File: config.mk
export PLATFORM = sky130hd
export DESIGN_NAME = cpu_run_ctrl
export DESIGN_NICKNAME = d
export VERILOG_FILES = /design/src/rtl/cpu_run_ctrl_pkg.sv /design/src/rtl/cpu_run_ctrl_btn_debounce.sv /design/src/rtl/cpu_run_ctrl.sv
export SDC_FILE = /design/constraint.sdc
export NUM_CORES = 1
export LEC_CHECK = 0
export ABC_AREA = 0
export CAP_MARGIN = 20
export CORE_MARGIN = 4
export CORE_UTILIZATION = 50
export DETAILED_ROUTE_END_ITERATION = 10
export PLACE_DENSITY = 0.81
export SLEW_MARGIN = 0
export SYNTH_ARGS = -nofsm -noshare
export SYNTH_HDL_FRONTEND = slang
export SYNTH_HIERARCHICAL = 1
export SYNTH_SLANG_ARGS = --single-unit
File: constraint.sdc
create_clock -name clk_100M -period 2.3 [get_ports clk_100M]
set_clock_uncertainty 0.15 [all_clocks]
set_input_delay 0.345 -clock clk_100M [delete_from_list [all_inputs] [get_ports clk_100M]]
set_output_delay 0.345 -clock clk_100M [all_outputs]
set_load 0.01 [all_outputs]
File: src/rtl/cpu_run_ctrl_pkg.sv
// rtl/cpu_run_ctrl_pkg.sv - shared run/step controller state encodings
package cpu_run_ctrl_pkg;

    localparam logic [1:0] ST_IDLE = 2'b00;
    localparam logic [1:0] ST_RUN  = 2'b01;
    localparam logic [1:0] ST_STEP = 2'b10;
    localparam logic [1:0] ST_HALT = 2'b11;

endpackage

File: src/rtl/cpu_run_ctrl_btn_debounce.sv
// rtl/cpu_run_ctrl_btn_debounce.sv - push-button synchroniser, debounce and rising-edge pulse
module btn_debounce #(
    parameter int DEBOUNCE_CYC = 1_000_000
) (
    input  logic clk_100M,
    input  logic rst_n,
    input  logic din,
    output logic level,
    output logic rise_pulse
);

    localparam int CW = $clog2(DEBOUNCE_CYC + 1);

    logic          sync1;
    logic          sync2;
    logic [CW-1:0] stable_cnt;

    // stable_cnt counts consecutive samples that disagree with the accepted level
    always_ff @(posedge clk_100M or negedge rst_n) begin
        if (!rst_n) begin
            sync1      <= 1'b0;
            sync2      <= 1'b0;
            stable_cnt <= '0;
            level      <= 1'b0;
            rise_pulse <= 1'b0;
        end else begin
            sync1      <= din;
            sync2      <= sync1;
            rise_pulse <= 1'b0;
            if (sync2 == level) begin
                stable_cnt <= '0;
            end else if (stable_cnt == CW'(DEBOUNCE_CYC - 1)) begin
                level      <= sync2;
                stable_cnt <= '0;
                rise_pulse <= sync2;
            end else begin
                stable_cnt <= stable_cnt + 1'b1;
            end
        end
    end

endmodule

File: src/rtl/cpu_run_ctrl.sv
// rtl/cpu_run_ctrl.sv - RUN/STEP/HALT controller turning clk_1M rises into cpu_en pulses
module cpu_run_ctrl
    import cpu_run_ctrl_pkg::*;
#(
    parameter int DEBOUNCE_CYC = 1_000_000,
    parameter int CNT_W        = 32
) (
    input  logic             clk_100M,
    input  logic             rst_n,
    input  logic             clk_1M,
    input  logic             btn_step,
    input  logic             sw_run,
    input  logic             halt_req,
    output logic             cpu_en,
    output logic [1:0]       run_state,
    output logic             halted,
    output logic [CNT_W-1:0] instr_cnt
);

    logic       run_m;
    logic       run_s;
    logic       clk_1M_d;
    logic       tick;
    logic       btn_db;
    logic       btn_rise;
    logic       step_req;
    logic [1:0] state;
    logic [1:0] state_nx;
    logic       fire;

    btn_debounce #(
        .DEBOUNCE_CYC(DEBOUNCE_CYC)
    ) u_btn (
        .clk_100M  (clk_100M),
        .rst_n     (rst_n),
        .din       (btn_step),
        .level     (btn_db),
        .rise_pulse(btn_rise)
    );

    assign step_req = btn_rise & btn_db;
    assign tick     = clk_1M & ~clk_1M_d;

    always_comb begin
        state_nx = state;
        fire     = 1'b0;
        case (state)
            ST_IDLE: begin
                if (run_s)         state_nx = ST_RUN;
                else if (step_req) state_nx = ST_STEP;
            end
            ST_RUN: begin
                if (halt_req)      state_nx = ST_HALT;
                else if (!run_s)   state_nx = ST_IDLE;
                else if (tick)     fire     = 1'b1;
            end
            ST_STEP: begin
                if (halt_req) begin
                    state_nx = ST_HALT;
                end else if (tick) begin
                    fire     = 1'b1;
                    state_nx = ST_IDLE;
                end
            end
            default: begin
                if (!run_s)        state_nx = ST_IDLE;
            end
        endcase
    end

    always_ff @(posedge clk_100M or negedge rst_n) begin
        if (!rst_n) begin
            run_m     <= 1'b0;
            run_s     <= 1'b0;
            clk_1M_d  <= 1'b0;
            state     <= ST_IDLE;
            cpu_en    <= 1'b0;
            instr_cnt <= '0;
        end else begin
            run_m    <= sw_run;
            run_s    <= run_m;
            clk_1M_d <= clk_1M;
            state    <= state_nx;
            cpu_en   <= fire;
            if (fire) instr_cnt <= instr_cnt + 1'b1;
        end
    end

    assign run_state = state;
    assign halted    = (state == ST_HALT);

endmodule

### After elaboration in Yosys (flattened, before gate mapping)

Index checks and enable logic that the tools add are counted.

| operators by class | value |
|---|---|
| reduce and logical (&&, ||, !) cells | 3 |
| equality and inequality tests | 7 |
| bitwise logic cells | 4 |
| multiplexer cells | 16 |
| $add $sub $neg | 2 |

Operators by type and width:

| operator | number |
|---|---|
| $mux W20 | 2 |
| $add A32 B1 Y32 const B | 1 |
| $add A20 B1 Y20 const B | 1 |
| $eq A20 B20 Y1 const B | 1 |
| $mux W2 | 6 |
| $mux W1 | 6 |
| $ne A3 B3 Y1 const B | 2 |
| $pmux W2 S3 | 1 |
| $eq A2 B2 Y1 const B | 2 |
| $reduce_and A2 Y1 | 2 |
| $and A1 B1 Y1 | 2 |
| $eq A2 B1 Y1 const B | 1 |
| $logic_not A2 Y1 | 1 |
| $not A1 Y1 | 2 |
| $pmux W1 S2 | 1 |
| $eq A1 B1 Y1 | 1 |

| storage, ports and cells | value |
|---|---|
| register bits after elaboration | 62 |
| logic and storage cells | 43 |
| bits of input ports | 6 |
| output and inout port bits | 36 |

### Logic depth before layout (Yosys ltp)

| depth | value |
|---|---|
| word-level depth | 6 |
| gate-level depth with buffers | 7 |
| depth with buffers taken out | 6 |

### Hierarchy

The synthesis kept the hierarchy.

Modules (own cells, without submodules):

| module | area an instance (um^2) | sequential area each (um^2) | instances | cells each |
|---|---|---|---|---|
| cpu_run_ctrl | 1841.8 | 950.9 | 1 | 161 |
| btn_debounce | 1136.1 | 600.6 | 1 | 116 |

### Worst setup path after synthesis

No wires, ideal clock.

| timing | value |
|---|---|
| path kind | flip-flop to flip-flop |
| start | register state[0], in the netlist run_state[0] |
| end | register instr_cnt[24] |
| stages on the path, launching flop included | 8 |
| data arrival time | 1974 ps |
| setup time | 79 ps |
| path slack | 97 ps |
| data required time | 2071 ps |
| path buffers | 1 |
| period minus slack after synthesis | 2203 ps |
| cells stage by stage | dfrtp_1 inv_1 ha_1 nand4bb_4 or4_4 buf_6 nor3_1 xor2_1 |

| on the way | value |
|---|---|
| word-level cells in the longest chain between the ends | 2 |
| elaborated cells between the ends (all ways) | 3 |
| those cells by class | 2 x eq/ne; 1 x mux |

Ends and longest elaborated chain:

| item | RTL line | RTL |
|---|---|---|
| start: declaration | cpu_run_ctrl.sv:27 | `logic [1:0] state;` |
| start signal: assignment | cpu_run_ctrl.sv:83 | `state <= state_nx;` |
| $eq A2 B2 Y1 / $eq A2 B1 Y1 (equally long branches) | cpu_run_ctrl.sv:47 | `case (state)` |
| $pmux W1 S2 * | cpu_run_ctrl.sv:47 |  |
| end signal: assignment | cpu_run_ctrl.sv:85 | `if (fire) instr_cnt <= instr_cnt + 1'b1;` |
| end: declaration | cpu_run_ctrl.sv:17 | `output logic [CNT_W-1:0] instr_cnt` |

Mark *: on every way between the ends. The rest lies on a longest branch, timed or not.
A chain may end at the register's enable or synchronous reset.

### Worst setup path in the final report

| timing | value |
|---|---|
| start | register state[1], in the netlist run_state[1] |
| end | register instr_cnt[25] |

The elaborated chain is that of the path after synthesis.

==> run_results.csv <==
group,metric,value,unit
sta,fin_crit,2.18,ns
sta,slew_headroom,62.5,%
setup_path,criticalPathCategory,"reg2reg",
setup_path,slowest_stage,"nor4_1",
pwr,switching_power,650,uW
placement,portBuffers,41,
routing,vias_per_cell,5.51,
sta,hold_viol,0,
placement,dp_cells,398,
logic_synthesis,synth_seq_cells,62,
run_status,status,"complete, no violations",
pwr,seq_power_share,47.9,%
setup_path,crit_path_frequent_cell,"buf_4",
logic_synthesis,yosys_most_used_dff,"dfrtp_1",
layout,layout_common_cells,"dfrtp_1 (62), clkdlybuf4s50_1 (40), xnor2_1 (24), nor2_1 (23), nand3_1 (23)",
logic_synthesis,synth_cell_type_count,38,
layout,fin_cells,413,
floorplanning,initial_core_util,52.8,%
pwr,vdd_drop_max,556,uV
floorplanning,die_y,85.2,microns
floorplanning,die_x,85.2,microns
clocking,cts-root-buf,"clkbuf_8",
layout,final_core_util,66.2,%
clocking,cts_tree,"done",
setup_path,critical_path.endpoint_type,"flip-flop",
worst_hold_path,hold_class,"reg2reg",
logic_synthesis,synth-edff-count,0,
pwr,p_leak,0.00163,uW
pwr,power_density,659,mW/mm^2
logic_synthesis,ys_seq_area_share,52.1,%
clocking,insertion_delay,0.33,ns
routing,drc_errors,0,
routing,wirelength,6.24,mm
setup_path,critPathTopFamily,"simple AND/OR/NAND/NOR gates",
setup_path,path_depth,8,
grt,grt_max_degree,27,
setup_path,worstPathCellList,"inv_1 -> ha_1 -> nand4bb_4 -> buf_4 -> nor4_1 -> buf_4 -> nand4_1 -> xnor2_1",
setup_path,crit_path_max_incr_delay,0.40,ns
setup_path,cp.required,2.37,ns
clocking,path_clk_slew,0.06,ns
routing,antenna_left,0,
logic_synthesis,yosys_warnings,6,
sta,period_share,94.7,%
grt,grt.total_usage,18.7,%
clocking,cts_sinks,62,
layout,final_area,0.00374,sq mm
sta,setup_violations,0,
routing,routedWlPerCell,15.1,microns
routing,drt-pass1-iter-count,4,
placement,gp_congestion,0.828,
setup_path,cp_num_buf_inv,3,
clocking,clockBufferDepth,2,
run,drv_cap,0,
grt,busiest_layer,"met2",
logic_synthesis,syn_nets,289,
grt,grt_pass1_vias,2314,
logic_synthesis,synthCells,277,
logic_synthesis,netlist_area,0.00298,sq mm
sta,fmax,459,MHz
setup_path,arrival,2.24,ns
pwr,p_int,1810,uW
floorplanning,fp.coreArea,0.00564,sq mm
placement,dp_hpwl,4.45,mm
layout,diodes,0,
setup_path,crit_fanout,6,
layout,fin_nets,350,
pwr,switching_share,26.4,%
logic_synthesis,avgSynthCellArea,10.8,sq um
setup_path,r2r_end,"instr_cnt[25]",
layout,drive_above_1_share,13.5,%
setup_path,r2r_start,"run_state[1]",
floorplanning,dieArea,0.00725,sq mm
pwr,combPwrFrac,17.2,%
layout,final_common_cell,"dfrtp_1",
setup_path,reg2reg_setup_slack,0.12,ns
pwr,pwr-share-clk,34.9,%
routing,drt-initial-drc-count,110,
layout,syn_to_final_growth,25.5,%
grt,antenna_found_initial,0,
worst_hold_path,min_path_cells,0,
grt,gr-total-overflow,0,
grt,grt_use_met2,29.3,%
grt,grt_pass1_wl,10.8,mm
floorplanning,row_count,27,
sta,slew_violations,0,
grt,grtUsageMet3,3.40,%
routing,num_vias,2274,
clocking,post_cts_buffers,0,
clocking,cts.htree.levels,3,
logic_synthesis,async_reset_ff_share,100,%
clocking,cts_buffers,9,
setup_path,reg2regPathDepth,8,
sta,worstMarginPinSlew,0.563,ns
floorplanning,ioPinCount,42,
setup_path,cp-start-kind,"flip-flop",
placement,placed_area,0.00354,sq mm
grt,use_met1,25.2,%
worst_hold_path,whs_endpoint,"u_btn/sync2",
worst_hold_path,hold_start,"u_btn/sync1",
## registers in the layout (all words and copies together), names as in the netlist
name,count
instr_cnt,32
run_s,1
u_btn/sync1,1
u_btn/sync2,1
u_btn/level,1
cpu_en,1
u_btn/rise_pulse,1
u_btn/stable_cnt,20
run_m,1
run_state,2
clk_1M_d,1
## worst max path at each step
| stage | from | endpoint | slack [ns] |
|---|---|---|---|
| after floorplan | run_state[0] | instr_cnt[24] | 0.1 |
| after global placement | clk_1M | instr_cnt[25] | 0.005 |
| after detailed placement | clk_1M | instr_cnt[18] | -0.07 |
| after CTS | run_state[0] | instr_cnt[18] | 0.09 |
| after global routing | run_state[1] | instr_cnt[18] | -0.002 |
| final | run_state[1] | instr_cnt[25] | 0.12 |
## power by group through the flow
| stage | logic [uW] | clock network (uW) | registers [uW] |
|---|---|---|---|
| after global routing | 475 | 920 | 1190 |
| final | 423 | 859 | 1180 |
| after floorplan | 191 | 0 | 1220 |
| after detailed placement | 422 | 0 | 1200 |
| after global placement | 404 | 0 | 1200 |
| after CTS | 425 | 870 | 1180 |
## synth_stat cells (all sizes together), types with 2 or more instances
| cell type | count | area [sq um] |
|---|---|---|
| nor3 | 10 | 65.1 |
| or4 | 7 | 56.3 |
| xnor2 | 24 | 210 |
| buf | 3 | 27.5 |
| nor2 | 23 | 86.3 |
| or3 | 6 | 41.3 |
| nor4 | 7 | 58.8 |
| xor2 | 18 | 158 |
| a21oi | 9 | 45.0 |
| and4 | 2 | 17.5 |
| mux2 | 2 | 22.5 |
| and3 | 7 | 45.1 |
| o21ai | 8 | 40.0 |
| nand2b | 2 | 12.5 |
| clkbuf | 4 | 15.0 |
| nand2 | 15 | 56.3 |
| nand4 | 15 | 109 |
| dfrtp | 62 | 1550 |
| ha | 6 | 75.1 |
| a22o | 2 | 17.5 |
| and3b | 2 | 17.5 |
| nand3 | 24 | 125 |
| inv | 10 | 37.5 |
| o31ai | 3 | 22.5 |
## kinds of logic after synthesis
kind of cell,count (synthesis),share of synthesized area [%]
adder cells (fa/ha/maj),6,2.52
AO/OA/AOI/OAI,23,4.45
buffers and inverters,17,2.69
multiplexers,2,0.756
XOR/XNOR,42,12.4
flip-flops,62,52.1
AND/OR/NAND/NOR,125,25.1
## worst reg2reg max path, delay by kind of cell, from the launching register on
| kind | cells | cell delay (ns) |
|---|---|---|
| XOR/XNOR | 1 | 0.15 |
| buffers and inverters | 3 | 0.47 |
| adder cells (fa/ha/maj) | 1 | 0.33 |
| flip-flops | 1 | 0.35 |
| AND/OR/NAND/NOR | 3 | 0.63 |
## timing repair
action	CTS	global route
setup endpoints to repair	0	3
endpoints found under the hold margin	24	0
hold buffers	1	0
resized for setup	0	2
## layout make-up
class                   instances  area, sq um
clock buffers                  13          169
clock inverters                 1         5.00
fillers                       407         1900
inverters                      10         37.5
multi-input cells             198         1360
flip-flops and latches         62         1550
well taps                      72         90.1
repair buffers                 57          528
## routing by layer
metal  share of wire [%]  up-vias  wire length [microns]
met5                   0        -                      0
met4                 2.2        0                    136
li1                    -     1105                      -
met3                 2.9       13                    181
met1                  48     1119                   2970
met2                  47       37                   2940
## stage by stage
stage	TNS [ns]	hold slack, ns	power [uW]	setup WS, ns
final	0	0.212	2460	0.121
after global placement	0	0.184	1600	0.00457
after floorplan	0	-0.101	1410	0.0966
after CTS	0	0.216	2480	0.0889
after global routing	-0.00174	0.218	2580	-0.00174
after detailed placement	-0.0677	0.201	1620	-0.0677
Power figures use the tool's default switching activity.
==> variant, RTL diff (same settings) <==
The parameter `CNT_W` goes from 32 to 16.
--- a/src/rtl/cpu_run_ctrl.sv
+++ b/src/rtl/cpu_run_ctrl.sv
@@ -3,7 +3,7 @@
     import cpu_run_ctrl_pkg::*;
 #(
     parameter int DEBOUNCE_CYC = 1_000_000,
-    parameter int CNT_W        = 32
+    parameter int CNT_W        = 16
 ) (
     input  logic             clk_100M,
     input  logic             rst_n,
Interface: changed (resized instr_cnt); port bits go from 42 to 26. No check against the original RTL was run, so the function may have changed too.
==> variant against the unedited design <==
Count of clock-buffer cells in the layout decreased by 8; first-iteration DRC count increased by 27%; sequential share of layout area increased by 1.3 points; via count decreased by 28%; die area decreased by 22%; synthesized area decreased by 24%; highest routed layer unchanged; worst setup slack improved by 0.0038 ns; core utilization decreased by 4.9 points; power decreased by 26%; sequential cell count decreased by 16; design area decreased by 28%; wire length decreased by 33%; critical path type unchanged.
==> variant: results (changes against the unedited design) <==
stage;metric;value;unit;change
yosys;ys_seq_area_share;50.8;%;was 52.1%
final_layout;fill_cells;373;;was 407
min_path;worstHoldStart;run_m;;was u_btn/sync1
critical_path;crit_start;run_state[0];;was run_state[1]
yosys;synthCells;210;;was 277
pwr;irDropWorstVdd;0.431;mV;was 0.556 mV
placed_design;place_congestion;0.844;;was 0.828
final_layout;nNetsFinal;254;;was 350
status;status;completed;;unchanged
final_layout;largest_reg_flops;20;;was 32
global_route;grt.total_usage;15.9;%;was 18.7%
clocking;insertion_delay;0.30;ns;was 0.33 ns
clocking;clkSlewWorstSetupHoldPaths;0.09;ns;was 0.06 ns
min_path;worstHoldEndpoint;run_s;;was u_btn/sync2
placed_design;hpwl;2950;um;was 4450 um
critical_path;timing.rr.end;instr_cnt[13];;was instr_cnt[25]
placed_design;dp.cells;286;;was 398
pwr;p_leak;1.17;nW;was 1.63 nW
global_route;grt_pass1_vias;1545;;was 2314
final_layout;drive_above_1_share;13.2;%;was 13.5%
critical_path;crit_fanout;9;;was 6
yosys;synth.distinct_cells;43;;was 38
sta;relSlewSlack;61.4;%;was 62.5%
route;vias;1635;;was 2274
clocking;htreeDepth;2;;was 3
route;vias_per_cell;5.54;;was 5.51
route;drt-initial-drc-count;140;;was 110
yosys;netlist_top_cells_area;dfrtp_1, xnor2_1, xor2_1;;unchanged
route;dr.pass1.iters;5;;was 4
## variant: worst max-delay path, cell delays in order (launching register included)
cell	delay [ns]
dfrtp_1	0.45
inv_1	0.11
ha_1	0.33
nand4bb_4	0.13
or2_2	0.44
nor4_4	0.32
xor2_1	0.17
## variant: layout make-up
class	instances	area, sq um	share of cell area (%)
Multi-Input combinational cell	148	1050	39.0
Inverter	10	37.5	1.40
Sequential cell	46	1150	42.8
Timing Repair Buffer	31	293	10.9
Clock buffer	5	68.8	2.56
Clock inverter	3	25.0	0.931
Tap cell	52	65.1	2.42
## variant: repair_timing
action,4_1_cts,5_1_grt
hold buffers,1,0
setup endpoints to repair,0,5
resized for setup,0,2
hold endpoints to repair,41,0
## variant: layer usage
metal | GRT usage, % | up-vias | routed length (um)
li1 | - | 803 | -
met1 | 23.3 | 797 | 2060
met2 | 24.1 | 30 | 1930
met3 | 2.51 | 5 | 117
met4 | 5.44 | 0 | 57
met5 | 0 | - | 0
## variant: how the worst max path moves through the flow
| stage | slack, ns | end | cells past startpoint |
|---|---|---|---|
| after floorplan | 0.17 | u_btn/stable_cnt[18] | 6 |
| after global placement | 0.14 | instr_cnt[15] | 5 |
| after detailed placement | 0.10 | instr_cnt[13] | 5 |
| after CTS | 0.07 | u_btn/stable_cnt[18] | 5 |
| after global routing | 0.005 | instr_cnt[14] | 6 |
| final | 0.12 | instr_cnt[13] | 6 |
## variant: cell families (layout without fill, tap and decap cells)
family | Yosys count | after routing | share of synthesized area, %
xor gates and xnor gates | 26 | 26 | 10.1
DFF | 46 | 46 | 50.8
and+or+nand+nor | 87 | 87 | 25.0
buffers and inverters | 16 | 49 | 3.04
AOI/OAI and AO/OA | 28 | 28 | 7.29
adders and majority gates | 6 | 6 | 3.31
muxes | 1 | 1 | 0.497
## variant: stage by stage
step | worst slack (ns) | utilization (%) | hold WS (ns) | area (sq um)
2_1_floorplan | 0.175 | - | -0.101 | 2260
3_3_place_gp | 0.139 | 58.9 | 0.198 | 2580
3_5_place_dp | 0.102 | 58.9 | 0.191 | 2580
4_1_cts | 0.0732 | 61.2 | 0.214 | 2690
5_1_grt | 0.00498 | 61.3 | 0.219 | 2690
6_report | 0.125 | 61.3 | 0.215 | 2690
## variant: where the power goes
part           internal (mW)  switching (mW)
Sequential             0.856          0.0594
Combinational          0.203           0.195
Clock                  0.220           0.292
